[config.mk]
export PLATFORM = sky130hd
export DESIGN_NAME = bus_master_port
export DESIGN_NICKNAME = d
export VERILOG_FILES = /design/src/rtl/bus_pkg.sv /design/src/rtl/bus_shift_reg.sv /design/src/rtl/bus_master_port.sv
export SDC_FILE = /design/constraint.sdc
export NUM_CORES = 1
export LEC_CHECK = 0
export BUFFER_PORTS_ARGS = -buffer_cell sky130_fd_sc_hd__buf_2
export CAP_MARGIN = 20
export CORE_MARGIN = 2
export CORE_UTILIZATION = 54
export DETAILED_ROUTE_END_ITERATION = 16
export GPL_TIMING_DRIVEN = 0
export PLACE_DENSITY = 0.85
export SLEW_MARGIN = 20
export SYNTH_ARGS = -nofsm -noshare
export SYNTH_HDL_FRONTEND = slang
export SYNTH_SLANG_ARGS = --single-unit
[constraint.sdc]
create_clock -name clk -period 2.8 [get_ports clk]
set_input_delay 0.28 -clock clk [delete_from_list [all_inputs] [get_ports clk]]
set_output_delay 0.28 -clock clk [all_outputs]
set_load 0.005 [all_outputs]
[src/rtl/bus_pkg.sv]
// Shared definitions for the serial bus master and slave ports.
package bus_pkg;

  localparam int unsigned BUS_N   = 8;
  localparam int unsigned BUS_ADN = 12;

  typedef enum logic [2:0] {
    IDLE   = 3'd0,
    HDR    = 3'd1,
    ADDR   = 3'd2,
    RDWAIT = 3'd3,
    RDDATA = 3'd4,
    DONE   = 3'd5
  } busState_t;

endpackage

[src/rtl/bus_shift_reg.sv]
// MSB-first shift register: parallel load, serial out from the MSB, serial in at the LSB.
module bus_shift_reg #(
  parameter int unsigned W = 8
) (
  input  logic         clk,
  input  logic         rstn,
  input  logic         load,
  input  logic [W-1:0] loadData,
  input  logic         shiftEn,
  input  logic         serialIn,
  output logic         serialOut,
  output logic [W-1:0] parallelOut
);

  logic [W-1:0] data;

  always_ff @(posedge clk) begin
    if (!rstn) begin
      data <= '0;
    end else if (load) begin
      data <= loadData;
    end else if (shiftEn) begin
      data <= {data[W-2:0], serialIn};
    end
  end

  assign serialOut   = data[W-1];
  assign parallelOut = data;

endmodule

[src/rtl/bus_master_port.sv]
// Initiator-side serial bus port: serialises host requests, deserialises read responses.
// Optional read timeout enabled by defining BUS_MASTER_TIMEOUT_EN.
module bus_master_port
  import bus_pkg::*;
#(
  parameter int unsigned N       = BUS_N,
  parameter int unsigned ADN     = BUS_ADN,
  parameter int unsigned TIMEOUT = 255
) (
  input  logic           clk,
  input  logic           rstn,
  input  logic           req,
  input  logic           req_wr,
  input  logic [ADN-1:0] req_addr,
  input  logic [N-1:0]   req_wdata,
  output logic           req_ready,
  output logic           rsp_valid,
  output logic [N-1:0]   rsp_rdata,
  output logic           rsp_err,
  output logic           validIn,
  output logic           wren,
  output logic           Address,
  output logic           DataIn,
  input  logic           ready,
  input  logic           validOut,
  input  logic           DataOut
);

  localparam int unsigned CW = $clog2(ADN) + 1;

  busState_t     state, stateNext;
  logic [CW-1:0] bitCnt, bitCntNext;
  logic          wrReg;
  logic          accept, addrTake, dataTake, rxShift, rxBit;
  logic          addrSerial, dataSerial;
  logic [N-1:0]  rxWord;
  logic          reqReadyNext, rspValidNext, validInNext, wrenNext, addressNext, dataInNext;
  logic [N-1:0]  rspRdataNext;
  logic          timeoutHit;
  logic [ADN-1:0] unusedAddrPar;
  logic [N-1:0]   unusedDataPar;
  logic           unusedRxSerial;

`ifdef BUS_MASTER_TIMEOUT_EN
  localparam int unsigned TW = $clog2(TIMEOUT + 1);
  logic [TW-1:0] waitCnt;
`else
  logic unusedTimeout;
  assign unusedTimeout = ^TIMEOUT;
`endif

  assign rxBit = validOut & DataOut;

  // Next state, counters and next registered outputs
  always_comb begin
    stateNext    = state;
    bitCntNext   = bitCnt;
    accept       = 1'b0;
    timeoutHit   = 1'b0;
    addrTake     = 1'b0;
    dataTake     = 1'b0;
    rxShift      = 1'b0;
    validInNext  = 1'b0;
    wrenNext     = 1'b0;
    addressNext  = 1'b0;
    dataInNext   = 1'b0;
    rspRdataNext = '0;

    case (state)
      IDLE: begin
        if (req && ready) begin
          accept    = 1'b1;
          stateNext = HDR;
        end
      end
      HDR: begin
        stateNext  = ADDR;
        bitCntNext = '0;
      end
      ADDR: begin
        if (bitCnt == CW'(ADN - 1)) begin
          stateNext  = wrReg ? DONE : RDWAIT;
          bitCntNext = '0;
        end else begin
          bitCntNext = bitCnt + CW'(1);
        end
      end
      RDWAIT: begin
        if (validOut) begin
          stateNext  = RDDATA;
          bitCntNext = '0;
        end
`ifdef BUS_MASTER_TIMEOUT_EN
        else if (waitCnt == TW'(TIMEOUT - 1)) begin
          stateNext  = DONE;
          timeoutHit = 1'b1;
        end
`endif
      end
      RDDATA: begin
        rxShift = 1'b1;
        if (bitCnt == CW'(N - 1)) begin
          stateNext    = DONE;
          rspRdataNext = {rxWord[N-2:0], rxBit};
        end else begin
          bitCntNext = bitCnt + CW'(1);
        end
      end
      DONE: stateNext = IDLE;
      default: stateNext = IDLE;
    endcase

    // Output registers take the value belonging to the state being entered
    if (stateNext == HDR) begin
      validInNext = 1'b1;
      wrenNext    = req_wr;
    end else if (stateNext == ADDR) begin
      validInNext = 1'b1;
      wrenNext    = wrReg;
      addrTake    = 1'b1;
      addressNext = addrSerial;
      dataTake    = wrReg && (bitCntNext >= CW'(ADN - N));
      dataInNext  = dataTake & dataSerial;
    end

    reqReadyNext = (stateNext == IDLE);
    rspValidNext = (stateNext == DONE);
  end

  always_ff @(posedge clk) begin
    if (!rstn) begin
      state     <= IDLE;
      bitCnt    <= '0;
      wrReg     <= 1'b0;
      req_ready <= 1'b1;
      rsp_valid <= 1'b0;
      rsp_rdata <= '0;
      validIn   <= 1'b0;
      wren      <= 1'b0;
      Address   <= 1'b0;
      DataIn    <= 1'b0;
    end else begin
      state     <= stateNext;
      bitCnt    <= bitCntNext;
      wrReg     <= accept ? req_wr : wrReg;
      req_ready <= reqReadyNext;
      rsp_valid <= rspValidNext;
      rsp_rdata <= rspRdataNext;
      validIn   <= validInNext;
      wren      <= wrenNext;
      Address   <= addressNext;
      DataIn    <= dataInNext;
    end
  end

`ifdef BUS_MASTER_TIMEOUT_EN
  // RDWAIT cycle counter and error flag
  always_ff @(posedge clk) begin
    if (!rstn) begin
      waitCnt <= '0;
      rsp_err <= 1'b0;
    end else begin
      waitCnt <= (state == RDWAIT) ? waitCnt + TW'(1) : '0;
      rsp_err <= timeoutHit;
    end
  end
`else
  assign rsp_err = 1'b0;
`endif

  bus_shift_reg #(.W(ADN)) addrSr (
    .clk(clk), .rstn(rstn), .load(accept), .loadData(req_addr),
    .shiftEn(addrTake), .serialIn(1'b0),
    .serialOut(addrSerial), .parallelOut(unusedAddrPar)
  );

  bus_shift_reg #(.W(N)) dataSr (
    .clk(clk), .rstn(rstn), .load(accept), .loadData(req_wdata),
    .shiftEn(dataTake), .serialIn(1'b0),
    .serialOut(dataSerial), .parallelOut(unusedDataPar)
  );

  bus_shift_reg #(.W(N)) rxSr (
    .clk(clk), .rstn(rstn), .load(accept), .loadData('0),
    .shiftEn(rxShift), .serialIn(rxBit),
    .serialOut(unusedRxSerial), .parallelOut(rxWord)
  );

endmodule

==> results of run 1 <==
## report_power, final
part	switching [mW]	leakage, nW	internal, mW	total [mW]
clock	0.262	0.0502	0.185	0.447
sequential	0.0160	0.406	0.738	0.754
combinational	0.0768	0.710	0.0699	0.147
total	0.354	1.17	0.993	1.35
## flip-flops by register name (all words and copies together) (netlist names)
signal              flops
rsp_rdata               8
state                   3
DataIn                  1
rsp_valid               1
bitCnt                  5
validIn                 1
dataSr.parallelOut      8
wren                    1
wrReg                   1
Address                 1
rxSr.parallelOut        7
req_ready               1
addrSr.parallelOut     12
## critical path: cells and delay by family (launching register included)
family	cells	cell delay (ns)
buffers and inverters	2	0.42
AO/OA/AOI/OAI	2	0.39
AND/OR/NAND/NOR	3	0.52
flip-flops	1	0.36
multiplexers	1	0.18
adder cells (fa/ha/maj)	1	0.22
## worst paths after layout
kind | from | endpoint | slack [ns]
worst max-delay path | bitCnt[0] | addrSr.parallelOut[11] | 0.60
worst min-delay path | req_wdata[1] | dataSr.parallelOut[1] | 0.16
worst max register to register | bitCnt[0] | addrSr.parallelOut[11] | 0.60
worst min register to register | rxSr.parallelOut[6] | rxSr.parallelOut[6] | 0.46
## area by class of cell
| cell class | count | area, um^2 |
|---|---|---|
| timing repair buffer | 39 | 195 |
| sequential | 50 | 1000 |
| clock inverter | 3 | 28.8 |
| clock buffer | 5 | 68.8 |
| inverter | 2 | 7.51 |
| fill | 343 | 1400 |
| multi-input combinational | 163 | 1160 |
| tap | 50 | 62.6 |
| buffer | 14 | 76.3 |
## synth_stat cells (2+ instances only)
master | count | share of area [%]
a21boi_1 | 2 | 0.67
a21o_1 | 2 | 0.67
a21oi_1 | 11 | 2.5
a22oi_1 | 2 | 0.67
and2_1 | 3 | 0.84
and3_1 | 9 | 2.5
buf_2 | 3 | 0.67
clkbuf_1 | 8 | 1.3
dfxtp_1 | 50 | 45
ha_1 | 2 | 1.1
inv_1 | 2 | 0.34
mux2i_1 | 19 | 8.5
nand2_1 | 37 | 6.2
nand3_1 | 6 | 1.3
nand3b_1 | 2 | 0.67
nor2_1 | 4 | 0.67
nor2_2 | 2 | 0.56
nor2b_1 | 8 | 2.2
nor3_1 | 2 | 0.45
o211a_1 | 11 | 4.9
o21ai_0 | 2 | 0.45
o21ai_1 | 7 | 1.6
o2bb2ai_1 | 7 | 2.7
xnor2_1 | 3 | 1.2
## cell families (layout without fill, tap and decap cells)
group	after synthesis	count (layout)	share of synthesized area, %
AOI/OAI and AO/OA	53	53	19.9
xor gates and xnor gates	3	3	1.17
adders and majority gates	2	2	1.12
buffers and inverters	16	63	3.74
DFF	50	50	44.7
muxes	19	19	8.49
other	1	1	0.167
and+or+nand+nor	85	85	20.7
## placed cells by master, fill, tap and decap left out, types with 2 or more instances in the layout
| cell type | count |
|---|---|
| nor2b_1 | 8 |
| nand3_1 | 6 |
| o211a_1 | 11 |
| a21oi_1 | 11 |
| dfxtp_1 | 50 |
| a22oi_1 | 2 |
| o2bb2ai_1 | 7 |
| nand2_1 | 37 |
| nor2_2 | 2 |
| inv_1 | 2 |
| a21o_1 | 2 |
| clkbuf_8 | 5 |
| nand3b_1 | 2 |
| o21ai_1 | 7 |
| xnor2_1 | 3 |
| and2_1 | 3 |
| clkinv_4 | 2 |
| ha_1 | 2 |
| nor2_1 | 4 |
| a21boi_1 | 2 |
| and3_1 | 9 |
| o21ai_0 | 2 |
| buf_2 | 42 |
| clkbuf_1 | 8 |
| nor3_1 | 2 |
| mux2i_1 | 19 |
## layer usage
| layer | wire (um) | track usage [%] |
|---|---|---|
| met5 | 0 | 0 |
| met4 | 85 | 8.50 |
| met3 | 191 | 5.26 |
| met2 | 2130 | 34.4 |
| met1 | 2040 | 25.4 |
## metrics by stage
step | hold slack, ns | setup slack, ns
6_report | 0.165 | 0.598
2_1_floorplan | 0.397 | 0.890
4_1_cts | 0.160 | 0.603
3_3_place_gp | 0.439 | 0.694
5_1_grt | 0.152 | 0.433
3_5_place_dp | 0.451 | 0.632
==> impl_metrics.csv, run 1 <==
group,metric,value,unit
final_layout,diodes,0,
drt,drt-pass1-iter-count,4,
sta,drv_slew,0,
place,gp_congestion,0.866,
clock_tree,clk_latency,0.31,ns
yosys,synthCells,229,
grt,antenna_found_initial,0,
grt,overflow,0,
die,core_area,0.00400,mm^2
yosys,yosysWarnings,0,
final_layout,fin_nets,304,
yosys,synth_cell_types,49,
yosys,yosysSeqAreaShare,44.7,%
sta,rsz0062_at_grt,"no",
final_layout,fin_cells,326,
clock_tree,cts.htree.levels,2,
worst_setup_path,start_kind,"flip-flop",
worst_setup_path,crit_path_end_kind,"flip-flop",
sta,layout_min_cycle_time,2.20,ns
die,ios,42,
yosys,avgSynthCellArea,9.79,um^2
clock_tree,cts.clk_slew.worst_paths,0.10,ns
sta,fin_crit_sh,78.7,%
worst_setup_path,reg2reg_depth,9,
grt,grt_pass1_vias,1628,
clock_tree,clock-sinks,50,
grt,track_usage,20.7,%
sta,hold_viol_final,0,
worst_setup_path,crit_chain,"ha_1 > and4bb_2 > o21ai_1 > nor2b_1 > buf_2 > buf_6 > mux2i_1 > nand2_1 > o211a_1",
drt,drcViolationCount,0,
yosys,syn_nets,258,
clock_tree,cts_buffer_depth,2,
place,placed_cells,318,
drt,drtIter0Drc,123,
die,placementRows,23,
sta,setup_violations,0,
clock_tree,cts_made_buffers,5,
die,initial_core_util,56.0,%
run,cap_violations,0,
worst_setup_path,critPathMaxFanout,10,
sta,slew_headroom,65.6,%
yosys,syn_area,0.00224,mm^2
worst_setup_path,cp.required,3.01,ns
final_layout,final_core_util,64.9,%
worst_setup_path,cp_slowest_stage_delay,0.36,ns
yosys,async_flop_share,0,%
hold_path,hold_depth,2,
power,p_total,1.35,mW
clock_tree,cts.repair.resized,0,
sta,fin_skew,0.00561,ns
final_layout,drive_gt1_share,22.1,%
die,die_h,68.4,um
drt,vias,1809,
die,die_x,68.4,um
clock_tree,hold_buffers,0,
place,dpl.hpwl,3170,um
final_layout,area_delta_synth_final,15.9,%
yosys,synth_edf_count,0,
outcome,status,"completed",
sta,fmax,454,MHz
grt,grt_pass1_wl,7200,um
yosys,ys_ff_latch,50,
drt,wl_per_cell,13.6,um
sta,tightest_slew,0.515,ns
place,dpl_cell_area,0.00250,mm^2
final_layout,final_area,0.00260,mm^2
die,die_area,0.00468,mm^2
clock_tree,post_cts_buffers,0,
grt,grt_max_degree,19,
drt,via_per_inst,5.55,
yosys,synth_ff_type,"dfxtp_1",
clock_tree,cts_tree,"built",
hold_path,min_path_type,"in -> reg",
power,power_leakage,1.17,nW
worst_setup_path,critPathKind,"reg -> reg",
drt,wirelength,4450,um
sta,fin_setup_tns,0,ns
place,port_buffers,39,
worst_setup_path,arrival,2.41,ns
worst_setup_path,crit_slowest_cell,"dfxtp_1",
drt,antenna_left,0,
power,power.density,519,mW/mm^2
clock_tree,root_buffer,"clkbuf_8",
power,ir_worst_vdd,0.000418,V
No activity file was read; power rests on OpenSTA's default activity.
==> run 2, diff against run 1 <==
--- a/config.mk
+++ b/config.mk
@@ -5,13 +5,14 @@
 export SDC_FILE = /design/constraint.sdc
 export NUM_CORES = 1
 export LEC_CHECK = 0
+export ABC_AREA = 1
 export BUFFER_PORTS_ARGS = -buffer_cell sky130_fd_sc_hd__buf_2
 export CAP_MARGIN = 20
 export CORE_MARGIN = 2
-export CORE_UTILIZATION = 54
+export CORE_UTILIZATION = 55
 export DETAILED_ROUTE_END_ITERATION = 16
 export GPL_TIMING_DRIVEN = 0
-export PLACE_DENSITY = 0.85
+export PLACE_DENSITY = 0.86
 export SLEW_MARGIN = 20
 export SYNTH_ARGS = -nofsm -noshare
 export SYNTH_HDL_FRONTEND = slang
==> constraint.sdc (replaced) <==
create_clock -name clk -period 2.1 [get_ports clk]
set_input_delay 0.21 -clock clk [delete_from_list [all_inputs] [get_ports clk]]
set_output_delay 0.21 -clock clk [all_outputs]
set_load 0.005 [all_outputs]
==> impl_metrics.csv, run 2 <==
group,metric,value,unit
final_layout,fillers,369,
sta,fmax,528,MHz
sta,layout_min_cycle_time,1.89,ns
worst_setup_path,crit_chain,"ha_1 > nand2_1 > nor2_1 > nor2_1 > nand2_1 > nand3_1 > nor2_1 > nand3_2 > nand2_4 > nand2_4 > nand2_1 > a21oi_1",
final_layout,seqCellArea,0.00100,mm^2
clock_tree,post_cts_buffers,0,
yosys,synth-adder-area-share,1.10,%
final_layout,layout_common_cells,"88 x nand2_1, 50 x dfxtp_1, 43 x buf_2, 32 x nor2_1, 25 x inv_1",
drt,drt-pass1-iter-count,4,
sta,fin_skew,0.00949,ns
power,power_leakage,1.17,nW
clock_tree,cts_made_buffers,5,
yosys,synthSimpleGateAreaFrac,35.2,%
clock_tree,cts.repair.resized,0,
die,initial_core_util,57.0,%
sta,setup_violations,0,
drt,antenna_left,0,
clock_tree,cts_buffer_depth,2,
clock_tree,cts.htree.levels,2,
grt,grt_pass1_vias,1913,
yosys,avgSynthCellArea,7.26,um^2
yosys,yosysWarnings,0,
final_layout,diodes,0,
final_layout,layout_commonest_cell,"nand2_1",
clock_tree,clk_latency,0.31,ns
power,power.density,676,mW/mm^2
drt,wirelength,5070,um
die,core_area,0.00400,mm^2
grt,grt_pass1_wl,8300,um
yosys,yosysTopAreaCell,"dfxtp_1",
clock_tree,hold_buffers,0,
drt,via_per_inst,5.22,
clock_tree,clock-sinks,50,
yosys,synth_top_area_share,43.9,%
clock_tree,root_buffer,"clkbuf_8",
worst_setup_path,crit_path_end_kind,"flip-flop",
sta,drv_slew,0,
final_layout,final_core_util,65.9,%
worst_setup_path,arrival,2.08,ns
sta,rsz0062_at_grt,"no",
die,placementRows,23,
yosys,async_flop_share,0,%
place,gp_congestion,0.886,
drt,drtIter0Drc,175,
final_layout,multi_input_area,0.00107,mm^2
yosys,syn_area,0.00228,mm^2
drt,vias,2149,
yosys,yosys.cell_count.top_type,"nand2_1",
die,die_area,0.00468,mm^2
final_layout,largest_register_ffs,12,
worst_setup_path,critPathKind,"reg -> reg",
yosys,synth_top_family_by_area,"simple AND/OR/NAND/NOR gates",
final_layout,area_delta_synth_final,15.7,%
grt,overflow,0,
grt,antenna_found_initial,0,
worst_setup_path,critPathMaxFanout,8,
hold_path,min_path_type,"in -> reg",
yosys,ys_ff_latch,50,
yosys,synthMuxAreaShare,0,%
place,port_buffers,40,
worst_setup_path,cp.required,2.29,ns
yosys,synthTopCellsByArea,"dfxtp_1 44%, nand2_1 14%, nand3_1 5.3%, nor2_1 5.3%, inv_1 4.1%",
run,cap_violations,0,
clock_tree,cts.clk_slew.worst_paths,0.10,ns
yosys,synthCells,314,
power,ir_worst_vdd,0.000451,V
yosys,syn_nets,343,
outcome,status,"completed",
worst_setup_path,start_kind,"flip-flop",
die,ios,42,
final_layout,fin_nets,390,
yosys,synth_xor_area_share,0,%
yosys,synth_cell_types,31,
grt,track_usage,23.6,%
worst_setup_path,rrSetupSlack,0.21,ns
yosys,yosysSeqAreaShare,43.9,%
clock_tree,cts_tree,"built",
drt,drcViolationCount,0,
final_layout,drive_gt1_share,24.0,%
yosys,synth-compound-area-share,10.6,%
place,dpl_cell_area,0.00254,mm^2
yosys,synth_edf_count,0,
final_layout,final_area,0.00264,mm^2
yosys,synth_ff_type,"dfxtp_1",
die,die_x,68.4,um
sta,hold_viol_final,0,
yosys,yosys-top-cells-count,"88 x nand2_1, 50 x dfxtp_1, 32 x nor2_1",
place,dpl.hpwl,3610,um
sta,fin_crit_sh,90.1,%
grt,grt_max_degree,19,
drt,wl_per_cell,12.3,um
sta,fin_setup_tns,0,ns
worst_setup_path,crit_slowest_cell,"dfxtp_1",
die,die_h,68.4,um
worst_setup_path,cp_slowest_stage_delay,0.43,ns
[run 2: cell types whose count changed after synthesis, moves of 10 or more]
cell     delta
nand3_1    +18
inv_1      +23
nor2_1     +28
mux2i_1    -19
a31oi_1    +10
nand2_1    +51
o211a_1    -11
[run 2: cell type report]
cell class / count / area share [%]
repair buffers: 40 / 7.59
clock inverters: 3 / 0.996
clock buffers: 5 / 2.61
inverters: 34 / 4.93
flip-flops and latches: 50 / 38.0
multi-input cells: 218 / 40.7
plain buffers: 12 / 2.85
well taps: 50 / 2.37
[run 2: cell families after synthesis]
group,count (synthesis)
buffers and inverters,46
adder cells (fa/ha/maj),2
AO/OA/AOI/OAI,42
AND/OR/NAND/NOR,173
other,1
flip-flops,50
[run 2: worst max-delay path, delay by kind of cell (launching register included)]
kind / cells / cell delay (ns)
flip-flops: 1 / 0.43
adder cells (fa/ha/maj): 1 / 0.23
AND/OR/NAND/NOR: 10 / 1.05
AO/OA/AOI/OAI: 1 / 0.06
[run 2: path summary, 6_finish.rpt]
path | from | end | depth (start not counted)
max reg2reg | bitCnt[0] | dataSr.parallelOut[7] | 12
max | bitCnt[0] | dataSr.parallelOut[7] | 12
min | DataOut | rsp_rdata[0] | 3
min reg2reg | rxSr.parallelOut[6] | rsp_rdata[7] | 2
[run 2: per-layer routing]
metal	routed length, um	up-vias	global-route usage (%)
met5	0	-	0
met3	222	8	4.61
met4	89	0	8.75
met1	2230	980	28.0
li1	-	1100	-
met2	2530	61	41.8
[run 2: where the power goes]
group | total (mW) | internal [mW] | switching (mW)
clock network | 0.599 | 0.246 | 0.353
registers | 0.997 | 0.978 | 0.0185
logic | 0.188 | 0.0704 | 0.117
total | 1.78 | 1.29 | 0.489
[run 2: per-stage QoR]
step / power (mW) / hold WS (ns) / instances / setup slack, ns
3_5_place_dp: 1.20 / 0.423 / 404 / 0.257
3_3_place_gp: 1.20 / 0.418 / 404 / 0.292
2_1_floorplan: 1.14 / 0.329 / 314 / 0.516
6_report: 1.78 / 0.139 / 412 / 0.207
5_1_grt: 1.85 / 0.135 / 412 / 0.00680
4_1_cts: 1.78 / 0.137 / 412 / 0.241
